--- config.mk ---
export PLATFORM = sky130hd
export DESIGN_NAME = ext_gcd
export DESIGN_NICKNAME = d
export VERILOG_FILES = /design/src/rtl/ext_gcd_pkg.sv /design/src/rtl/udiv_seq.sv /design/src/rtl/ext_gcd.sv
export SDC_FILE = /design/constraint.sdc
export NUM_CORES = 1
export LEC_CHECK = 0
export ABC_AREA = 1
export BUFFER_PORTS_ARGS = -buffer_cell sky130_fd_sc_hd__clkbuf_2
export CORE_MARGIN = 2
export CORE_UTILIZATION = 63
export DETAILED_ROUTE_END_ITERATION = 16
export PLACE_DENSITY = 0.83
export SLEW_MARGIN = 25
export SYNTH_ARGS = -nofsm -noshare
export SYNTH_HDL_FRONTEND = slang
export SYNTH_SLANG_ARGS = --single-unit
export TNS_END_PERCENT = 50
--- constraint.sdc ---
create_clock -name clk -period 5.3 [get_ports clk]
set_input_delay 0.53 -clock clk [delete_from_list [all_inputs] [get_ports clk]]
set_output_delay 0.53 -clock clk [all_outputs]
set_load 0.05 [all_outputs]
--- src/rtl/ext_gcd_pkg.sv ---
// rtl/ext_gcd_pkg.sv - shared types and sizing helpers for the extended-Euclid engine
package ext_gcd_pkg;

    typedef enum logic [2:0] {
        IDLE,
        CHECK,
        DIV,
        UPDATE,
        FIX,
        DONE
    } state_t;

    // Bezout coefficients need two extra bits: one for sign, one for |s| == b.
    function automatic int s_width(input int w);
        return w + 2;
    endfunction

    // Worst-case Euclid iteration count, ceil(1.45 * w) + 2.
    function automatic int iter_bound(input int w);
        return (145 * w + 99) / 100 + 2;
    endfunction

endpackage

--- src/rtl/udiv_seq.sv ---
// rtl/udiv_seq.sv - restoring shift-subtract unsigned divider, WIDTH-cycle latency
module udiv_seq #(
    parameter int WIDTH = 12
) (
    input  logic             clk,
    input  logic             rst_n,
    input  logic             start,
    input  logic [WIDTH-1:0] dividend,
    input  logic [WIDTH-1:0] divisor,
    output logic [WIDTH-1:0] quotient,
    output logic [WIDTH-1:0] remainder,
    output logic             done
);

    localparam int CW = $clog2(WIDTH + 1);

    logic [WIDTH-1:0] rem_q, quo_q, dvs_q;
    logic [CW-1:0]    cnt_q;
    logic             done_q;

    logic [WIDTH-1:0] src_rem, src_quo, src_dvs;
    logic [WIDTH:0]   shifted, diff;
    logic             fits;
    logic [WIDTH-1:0] step_rem, step_quo;

    // One restoring step; on start it works straight from the inputs so the
    // first quotient bit is produced on the accepting edge.
    always_comb begin
        src_rem  = start ? '0 : rem_q;
        src_quo  = start ? dividend : quo_q;
        src_dvs  = start ? divisor : dvs_q;
        shifted  = {src_rem, src_quo[WIDTH-1]};
        fits     = (shifted >= {1'b0, src_dvs});
        diff     = shifted - {1'b0, src_dvs};
        step_rem = fits ? diff[WIDTH-1:0] : shifted[WIDTH-1:0];
        step_quo = {src_quo[WIDTH-2:0], fits};
    end

    // Step counter; done is raised in the cycle after the last step.
    always_ff @(posedge clk or negedge rst_n) begin
        if (!rst_n) begin
            rem_q  <= '0;
            quo_q  <= '0;
            dvs_q  <= '0;
            cnt_q  <= '0;
            done_q <= 1'b0;
        end else if (start) begin
            rem_q  <= step_rem;
            quo_q  <= step_quo;
            dvs_q  <= divisor;
            cnt_q  <= CW'(WIDTH - 1);
            done_q <= 1'b0;
        end else if (cnt_q != '0) begin
            rem_q  <= step_rem;
            quo_q  <= step_quo;
            cnt_q  <= cnt_q - CW'(1);
            done_q <= (cnt_q == CW'(1));
        end else begin
            done_q <= 1'b0;
        end
    end

    assign quotient  = quo_q;
    assign remainder = rem_q;
    assign done      = done_q;

endmodule

--- src/rtl/ext_gcd.sv ---
// rtl/ext_gcd.sv - extended-Euclid engine returning gcd(a, b) and a^-1 mod b
module ext_gcd
    import ext_gcd_pkg::*;
#(
    parameter int WIDTH = 12
) (
    input  logic             clk,
    input  logic             rst_n,
    input  logic             start,
    input  logic [WIDTH-1:0] a,
    input  logic [WIDTH-1:0] b,
    output logic             busy,
    output logic             done,
    output logic [WIDTH-1:0] gcd,
    output logic [WIDTH-1:0] inv,
    output logic             inv_valid,
    output logic             err
);

    localparam int S_W = s_width(WIDTH);

    state_t           state_q, state_d;
    logic [WIDTH-1:0] a_q, b_q, old_r_q, r_q;
    logic [S_W-1:0]   old_s_q, s_q;
    logic             div_started_q;

    logic             div_start, div_done;
    logic [WIDTH-1:0] div_quo, div_rem;
    logic [S_W-1:0]   qs, s_next;
    logic [WIDTH-1:0] inv_fixed;

    udiv_seq #(.WIDTH(WIDTH)) u_div (
        .clk       (clk),
        .rst_n     (rst_n),
        .start     (div_start),
        .dividend  (old_r_q),
        .divisor   (r_q),
        .quotient  (div_quo),
        .remainder (div_rem),
        .done      (div_done)
    );

    // Coefficient update and sign fix; truncation to S_W bits is exact for s,
    // and the W-bit add wraps a negative old_s into [0, b-1].
    always_comb begin
        qs        = {2'b00, div_quo} * s_q;
        s_next    = old_s_q - qs;
        inv_fixed = old_s_q[WIDTH-1:0] + (old_s_q[S_W-1] ? b_q : '0);
    end

    // State register.
    always_ff @(posedge clk or negedge rst_n) begin
        if (!rst_n) state_q <= IDLE;
        else        state_q <= state_d;
    end

    // Next-state logic and handshake outputs.
    always_comb begin
        state_d   = state_q;
        div_start = 1'b0;
        unique case (state_q)
            IDLE:   if (start) state_d = CHECK;
            CHECK:  state_d = (b_q == '0) ? DONE : DIV;
            DIV: begin
                div_start = !div_started_q;
                if (div_done) state_d = UPDATE;
            end
            UPDATE: state_d = (div_rem == '0) ? FIX : DIV;
            FIX:    state_d = DONE;
            DONE:   state_d = IDLE;
            default: state_d = IDLE;
        endcase
    end

    assign busy = (state_q != IDLE);
    assign done = (state_q == DONE);

    // Operand capture, remainder/coefficient sequence and result registers.
    // r takes the divider remainder, which equals old_r - q*r.
    always_ff @(posedge clk or negedge rst_n) begin
        if (!rst_n) begin
            a_q           <= '0;
            b_q           <= '0;
            old_r_q       <= '0;
            r_q           <= '0;
            old_s_q       <= '0;
            s_q           <= '0;
            div_started_q <= 1'b0;
            gcd           <= '0;
            inv           <= '0;
            inv_valid     <= 1'b0;
            err           <= 1'b0;
        end else begin
            unique case (state_q)
                IDLE: if (start) begin
                    a_q <= a;
                    b_q <= b;
                end
                CHECK: if (b_q == '0) begin
                    gcd       <= a_q;
                    inv       <= '0;
                    inv_valid <= 1'b0;
                    err       <= 1'b1;
                end else begin
                    old_r_q <= a_q;
                    r_q     <= b_q;
                    old_s_q <= S_W'(1);
                    s_q     <= '0;
                end
                DIV:    div_started_q <= !div_done;
                UPDATE: begin
                    old_r_q <= r_q;
                    r_q     <= div_rem;
                    old_s_q <= s_q;
                    s_q     <= s_next;
                end
                FIX: begin
                    gcd       <= old_r_q;
                    inv       <= inv_fixed;
                    inv_valid <= (old_r_q == WIDTH'(1));
                    err       <= 1'b0;
                end
                default: ;
            endcase
        end
    end

endmodule

---- Word level (Yosys, flattened, before mapping) ----
Index checks and enable logic that the tools add are counted.
operators by class
  magnitude comparators ................... 1
  reduce and logical (&&, ||, !) cells .... 14
  multipliers ............................. 1
  muxes and demuxes ....................... 35
  eq/ne operators ......................... 11
  $add $sub $neg .......................... 4
operator list
  cell                 count
  $mux 12              13
  $pmux 12 s2          4
  $pmux 14 s2          2
  $mux 14              2
  $logic_not 12->1     2
  $pmux 3 s5           1
  $mul 12x14->14       1
  $sub 14x14->14       1
  $ge 13x12->1         1
  $add 12x12->12       1
  $eq 12x1->1 const B  1
  $mux 3               4
  $sub 12x12->12       1
  $mux 4               2
  $reduce_and 2->1     4
  $eq 3x2->1 const B   2
  $eq 3x3->1 const B   2
  $ne 2x2->1 const B   3
  $reduce_bool 2->1    3
  $mux 1               5
  $eq 4x1->1 const B   1
  $pmux 1 s2           2
  $reduce_bool 4->1    1
  $sub 4x1->4 const B  1
  other kinds (5)      6
word-level totals
  bits of input ports ..................... 27
  flip-flop bits (word level) ............. 147
  output and inout bits ................... 28
  logic and storage cells ................. 83

---- Longest topological paths before layout ----
Gate-level depths: netlist of run 1.
  depth after elaboration ................. 7
  depth in mapped cells ................... 25

---- Hierarchy ----
From an unflattened synthesis of run 1, not the netlist that was laid out.
unflattened totals
  cell total of the unflattened synthesis .. 1,505
  area total of the unflattened synthesis .. 11,639.9 µm²
by module, submodules not included
  module    instances  area an instance (µm²)  cells an instance  seq. area each (µm²)
  ext_gcd   1          8,871.0                 1,128              2,652.5
  udiv_seq  1          2,768.9                 377                1,026.0

---- Worst setup path after synthesis of run 1 ----
OpenSTA, ideal clock, no wires.
  path kind ............................... reg-to-reg
  from .................................... reg u_div.quo_q[0], in the netlist u_div.quotient[0]
  to ...................................... reg s_q[10]
  arrival time ............................ 4.645 ns
  required time ........................... 5.170 ns
  setup time .............................. 0.130 ns
  path slack .............................. 0.525 ns
  stages on the path, launching flop included .. 24
  cells stage by stage .................... dfrtp_1 > clkbuf_1 > clkbuf_1 > nand2_1 > fa_1 > inv_1 > fa_1 > inv_1 > fa_1 > fa_1 > inv_1 > fa_1 > inv_1 > ha_1 > nand2_1 > inv_1 > a21oi_1 > nand2_1 > nand2_1 > nand2_1 > a21oi_1 > nand2_1 > nand3_1 > o21ai_0
on the way
  cells in the longest elaborated chain, start to end .. 3
RTL lines
  element                 RTL line        text
  from (decl)             udiv_seq.sv:17  logic [WIDTH-1:0] rem_q, quo_q, dvs_q;
  from (signal assigned)  udiv_seq.sv:49  quo_q <= step_quo;
  from (signal assigned)  udiv_seq.sv:55  quo_q <= step_quo;
  $mul 12x14->14          ext_gcd.sv:46   qs = {2'b00, div_quo} * s_q;
  $sub 14x14->14          ext_gcd.sv:47   s_next = old_s_q - qs;
  $pmux 14 s2             ext_gcd.sv:94   unique case (state_q)
  to (signal assigned)    ext_gcd.sv:115  s_q <= s_next;
  to (decl)               ext_gcd.sv:24   logic [S_W-1:0] old_s_q, s_q;
No other way between the ends.
A chain may end at the register's enable or synchronous reset.

---- Worst setup path after layout of run 1 ----
  from .................................... reg u_div.quo_q[2], in the netlist u_div.quotient[2]
  to ...................................... reg s_q[13]
Same word-level chain as after synthesis.

==> results of run 1 <==
what timing repair did:
item | in CTS | in global routing
endpoints found under the setup margin | 0 | 2
setup buffers | 0 | 0
resized for setup | 0 | 1
layer usage:
layer	vias up	global-route usage	share of wire
met5	-	0	0
met4	0	0.163	0.048
met3	96	0.0563	0.064
met2	425	0.545	0.49
met1	4641	0.400	0.39
li1	4504	-	-
how the worst min path moves through the flow:
stage               cells past startpoint                             end                  start
floorplan                               0              a_q[0]$_DFFE_PN0P_                  rst_n
global placement                        2           inv_valid$_DFFE_PN0P_  inv_valid$_DFFE_PN0P_
detailed placement                      2                 err$_DFFE_PN0P_        err$_DFFE_PN0P_
CTS                                     1  u_div.remainder[7]$_DFFE_PN0P_                  rst_n
global route                            1  u_div.remainder[7]$_DFFE_PN0P_                  rst_n
finish                                  1  u_div.remainder[7]$_DFFE_PN0P_                  rst_n
sequential cells by signal (all words and copies together) (netlist names):
register	cells
old_s_q	14
old_r_q	12
r_q	12
a_q	12
u_div.done	1
err	1
gcd	12
inv_valid	1
s_q	14
u_div.cnt_q	4
div_started_q	1
u_div.remainder	12
u_div.dvs_q	12
state_q	3
b_q	12
inv	12
u_div.quotient	12
final cells by class:
cell class / instances / area, um^2 / area share
multi-input cells: 917 / 6220 / 0.506
flip-flops and latches: 147 / 3680 / 0.299
inverters: 306 / 1150 / 0.0935
clock buffers: 17 / 425 / 0.0346
repair buffers: 64 / 352 / 0.0286
well taps: 225 / 282 / 0.0229
clock inverters: 15 / 179 / 0.0146
through the flow:
step | hold WS (ns) | util | cell area [um^2] | instances
final | 0.187 | 0.705 | 12300 | 1691
after floorplan | 0.234 | - | 11300 | 1426
after detailed placement | 0.466 | 0.671 | 11700 | 1659
after global placement | 0.458 | 0.671 | 11700 | 1659
after global routing | 0.274 | 0.705 | 12300 | 1691
after CTS | 0.220 | 0.705 | 12300 | 1691
cell usage in the layout (no fill, tap or decap), types with 18 or more instances in the layout:
cell      count
nor2_1       69
ha_1         68
nand3_1      64
o21ai_0      64
o211ai_1     39
nand2_1     348
dfrtp_1     146
fa_1         73
clkbuf_2     53
inv_1       303
mux2_2       24
o22ai_1      18
a21oi_1      38
kinds of logic (layout without fill, tap and decap cells):
kind of cell | count (synthesis) | in the layout
AO/OA/AOI/OAI | 207 | 207
XOR/XNOR | 23 | 23
adder cells (fa/ha/maj) | 141 | 141
buffers and inverters | 362 | 402
flip-flops | 147 | 147
multiplexers | 24 | 24
AND/OR/NAND/NOR | 522 | 522
==> results.yml, run 1 <==
synthesis:
  synth-adder-area-share: 0.205
  synth-simple-area-share: 0.192
  synth_edf_count: 0
  synth-xor-area-share: 0.0179
  synth_top_area_frac: 0.327
  synth_ff_type: "dfrtp_1"
  synth_top_family_by_area: "adder cells"
  netlist_top_cells_count: "nand2_1 (349), inv_1 (304), dfrtp_1 (147), fa_1 (73), nor2_1 (69)"
  synth_most_common_cell: "nand2_1"
  seq_area_frac_synth: 0.327
  yosysTopAreaCell: "dfrtp_1"
  netlist_area_um2: 11300
  synth_compound_gate_area_share: 0.113
  synthTopCellsByArea: "dfrtp_1 (33%), fa_1 (13%), nand2_1 (12%)"
  avgSynthCellArea_um2: 7.90
  synth-seq-cells: 147
  synth_async_sr_flop_share: 1.00
  syn_nets: 1594
  syn_inst: 1426
  yosys_warnings: 0
  synth.distinct_cells: 44
  synth_mux_area_frac: 0.0240
die:
  pin_count: 55
  fp-row-count: 48
  initial_utilization: 0.647
  dieHeight_um: 138
  core-area_um2: 17400
  die_w_um: 138
  die_area_um2: 19000
critical_path:
  cp_num_buf_inv: 4
  critical_path.cell_chain: "nand2_1 -> fa_1 -> inv_1 -> fa_1 -> inv_1 -> fa_1 -> fa_1 -> inv_1 -> fa_1 -> inv_1 -> ha_1 -> nand2_1 -> nor2_1 -> nand4_1 -> o21bai_1 -> nand3_1 -> nand3_1 -> nand2_1"
  crit_top_cell: "fa_1"
  slowest_delay_ns: 0.63
  regToRegSetupSlack_ns: 0.30
  cp_data_required_time_ns: 5.62
  ff2ff_path_depth: 18
  worst_setup_path_start_kind: "flop"
  path_depth: 18
  worstSetupStartpoint: "u_div.quotient[2]$_DFFE_PN0P_"
  rr_startpoint: "u_div.quotient[2]$_DFFE_PN0P_"
  cp.arrival_ns: 5.33
  crit_end: "s_q[13]$_DFFE_PN0P_"
  path_max_fanout: 14
  worst_path_max_delay_cell: "dfrtp_1"
  timing.rr.end: "s_q[13]$_DFFE_PN0P_"
  crit_family: "adder cells"
  endpoint_kind: "flop"
  crit_type: "reg -> reg"
final_layout:
  n_antenna_cell: 0
  area_delta_synth_final_pct: 9.06
  drive_above_1_share: 0.102
  design.final.nets: 1621
  num-fill-cells: 1336
clock_network:
  clk-insertion-delay-late_ns: 0.44
  root_buffer: "clkbuf_16"
  clock_sinks: 147
  cts.clk_slew.worst_paths_ns: 0.07
  cts_hold_buf: 0
  cts-buffers-inserted: 17
  clk_path_buf_depth: 2
  cts_max_level: 4
  cts_tree: "built"
grt:
  grt-ovfl-total: 0
  antenna_found_initial: 0
  grt_pass1_vias: 9491
  grtUsageTotal: 0.322
  grt_max_degree: 99
  grt_pass1_wl_um: 46500
timing:
  max_freq_ghz: 0.200
  min_period_ns: 5.00
  period_share: 0.944
  setup_viol: 0
  hold_viol: 0
  slew_viol_final: 0
  finClkSkew_ns: 0.0128
  rsz0062_at_grt: "false"
  worstMarginPinSlew_ns: 0.888
  relSlewSlack: 0.408
  setup_slack_ns: 0.298
  finalSetupTns_ns: 0
placed_design:
  port_buffers: 54
  place_congestion: 0.975
  hpwl_um: 21300
  pre_cts_slack_ns: 0.302
routing:
  wl_um: 28800
  antenna_left: 0
  route.vias.total: 9666
  viasPerCell: 5.72
  drt-wirelength-per-cell_um: 17.0
  firstDrtPassIters: 6
  drc: 0
  drt_iter0_drc: 850
outcome:
  status: "complete, no violations"
flow_run:
  maxCapViolCount: 0
min_path:
  hold_path_class: "in -> async"
Power of run 1 is not shown: default switching activity piles up to over one toggle a cycle in this logic, so the estimate is an artifact.
==> inputs of run 2 (changes only) <==
--- a/config.mk
+++ b/config.mk
@@ -8,9 +8,9 @@
 export ABC_AREA = 1
 export BUFFER_PORTS_ARGS = -buffer_cell sky130_fd_sc_hd__clkbuf_2
 export CORE_MARGIN = 2
-export CORE_UTILIZATION = 63
+export CORE_UTILIZATION = 43
 export DETAILED_ROUTE_END_ITERATION = 16
-export PLACE_DENSITY = 0.83
+export PLACE_DENSITY = 0.6
 export SLEW_MARGIN = 25
 export SYNTH_ARGS = -nofsm -noshare
 export SYNTH_HDL_FRONTEND = slang
==> run 2 against run 1 <==
Compared with the run above: global-route usage is 10 points lower; flip-flop and latch count is the same; clock skew up 0.0032 ns; core utilization is 22 points lower; count of clock-buffer cells in the layout unchanged; fmax is 0.96% lower; largest cell class unchanged; register-to-register slack worse by 0.05 ns; first-iteration DRC count down 34%; critical endpoint unchanged; final area rose by 1.6%.
==> results.yml, run 2 (synthesis results as in run 1) <==
timing:
  slew_viol_final: 0
  max_freq_ghz: 0.198
  min_period_ns: 5.05
  finClkSkew_ns: 0.0160
  rsz0062_at_grt: "false"
  finalSetupTns_ns: 0
  worstMarginPinSlew_ns: 0.944
  hold_viol: 0
  relSlewSlack: 0.369
  timing.hold.ws_ns: 0.203
  period_share: 0.953
  setup_viol: 0
die:
  core-area_um2: 25900
  dieHeight_um: 166
  initial_utilization: 0.435
  die_w_um: 166
  die_area_um2: 27500
  pin_count: 55
  fp-row-count: 59
grt:
  grt_max_degree: 108
  grt_pass1_vias: 9187
  use_met3: 0.0231
  grt-ovfl-total: 0
  grtUsageTotal: 0.219
  met1_usage: 0.286
  antenna_found_initial: 0
  met2_usage: 0.387
  grt-busiest-layer: "met2"
  grt_pass1_wl_um: 48000
critical_path:
  crit_type: "reg -> reg"
  crit_top_cell: "fa_1"
  slowest_delay_ns: 0.55
  worstSetupStartpoint: "u_div.quotient[3]$_DFFE_PN0P_"
  worst_path_max_delay_cell: "fa_1"
  worst_setup_path_start_kind: "flop"
  critical_path.cell_chain: "buf_4 -> nand2_1 -> inv_1 -> fa_1 -> inv_1 -> fa_1 -> fa_1 -> fa_1 -> inv_1 -> fa_1 -> inv_1 -> ha_1 -> nand2_1 -> nor2_1 -> nand4_1 -> o21bai_1 -> nand3_1 -> nand3_1 -> nand2_1"
  ff2ff_path_depth: 19
  cp_num_buf_inv: 5
  cp_data_required_time_ns: 5.61
  rr_startpoint: "u_div.quotient[3]$_DFFE_PN0P_"
  crit_family: "adder cells"
  endpoint_kind: "flop"
  timing.rr.end: "s_q[13]$_DFFE_PN0P_"
  cp.arrival_ns: 5.37
  regToRegSetupSlack_ns: 0.25
  path_max_fanout: 8
final_layout:
  area_delta_synth_final_pct: 10.9
  drive_above_1_share: 0.108
  final_core_util: 0.482
  final_cell_mix: "nand2_1 (348), inv_1 (303), dfrtp_1 (140), fa_1 (73), nor2_1 (69)"
  n_antenna_cell: 0
  largestRegisters: "old_s_q: 14 flops, s_q: 14 flops"
  stdcell_count: 1805
  design.final.nets: 1625
  mostFrequentLayoutCell: "nand2_1"
clock_network:
  postCtsSetupBuffers: 0
  clk_path_buf_depth: 2
  cts_hold_buf: 0
  cts.clk_slew.worst_paths_ns: 0.07
  cts-buffers-inserted: 17
  clk-insertion-delay-late_ns: 0.43
  cts_max_level: 4
  cts_tree: "built"
  clock_sinks: 147
  root_buffer: "clkbuf_16"
routing:
  viasPerCell: 5.06
  antenna_left: 0
  drt_iter0_drc: 561
  wl_um: 28900
  drc: 0
  route.vias.total: 9136
  drt-wirelength-per-cell_um: 16.0
  firstDrtPassIters: 6
placed_design:
  hpwl_um: 22400
  place_inst: 1773
  port_buffers: 54
  place_congestion: 0.888
flow_run:
  maxCapViolCount: 0
outcome:
  status: "complete, no violations"
min_path:
  hold_path_class: "in -> async"
[run 2: layout make-up]
| cell class | instances | area (um^2) |
|---|---|---|
| flip-flops and latches | 147 | 3690 |
| fillers | 2554 | 13400 |
| well taps | 335 | 419 |
| multi-input cells | 917 | 6220 |
| clock inverters | 15 | 204 |
| clock buffers | 17 | 425 |
| repair buffers | 68 | 384 |
| inverters | 306 | 1150 |
[run 2: timing repair]
action                                  in CTS  in global routing
gates resized for setup                      0                  7
endpoints found under the hold margin        0                  0
endpoints found under the setup margin       0                  3
[run 2: metal layers]
metal / share of wire / wire length [um]
met5: 0 / 0
met4: 0.018 / 531
met3: 0.032 / 921
met2: 0.51 / 14700
met1: 0.44 / 12800
[run 2: worst max-delay path by stage]
stage,end,slack (ns),depth (start not counted)
final,s_q[13]$_DFFE_PN0P_,0.25,19
after global routing,s_q[12]$_DFFE_PN0P_,0.005,16
after CTS,s_q[12]$_DFFE_PN0P_,0.17,19
after detailed placement,s_q[12]$_DFFE_PN0P_,0.18,19
after global placement,s_q[12]$_DFFE_PN0P_,0.20,19
after floorplan,s_q[10]$_DFFE_PN0P_,0.53,23
[run 2: stage by stage]
| step | cell area, um^2 | worst slack (ns) |
|---|---|---|
| after floorplan | 11300 | 0.525 |
| after global placement | 11800 | 0.199 |
| after detailed placement | 11800 | 0.179 |
| after CTS | 12500 | 0.166 |
| after global routing | 12500 | 0.00546 |
| final | 12500 | 0.249 |
Power of run 2 is left out for the same reason.
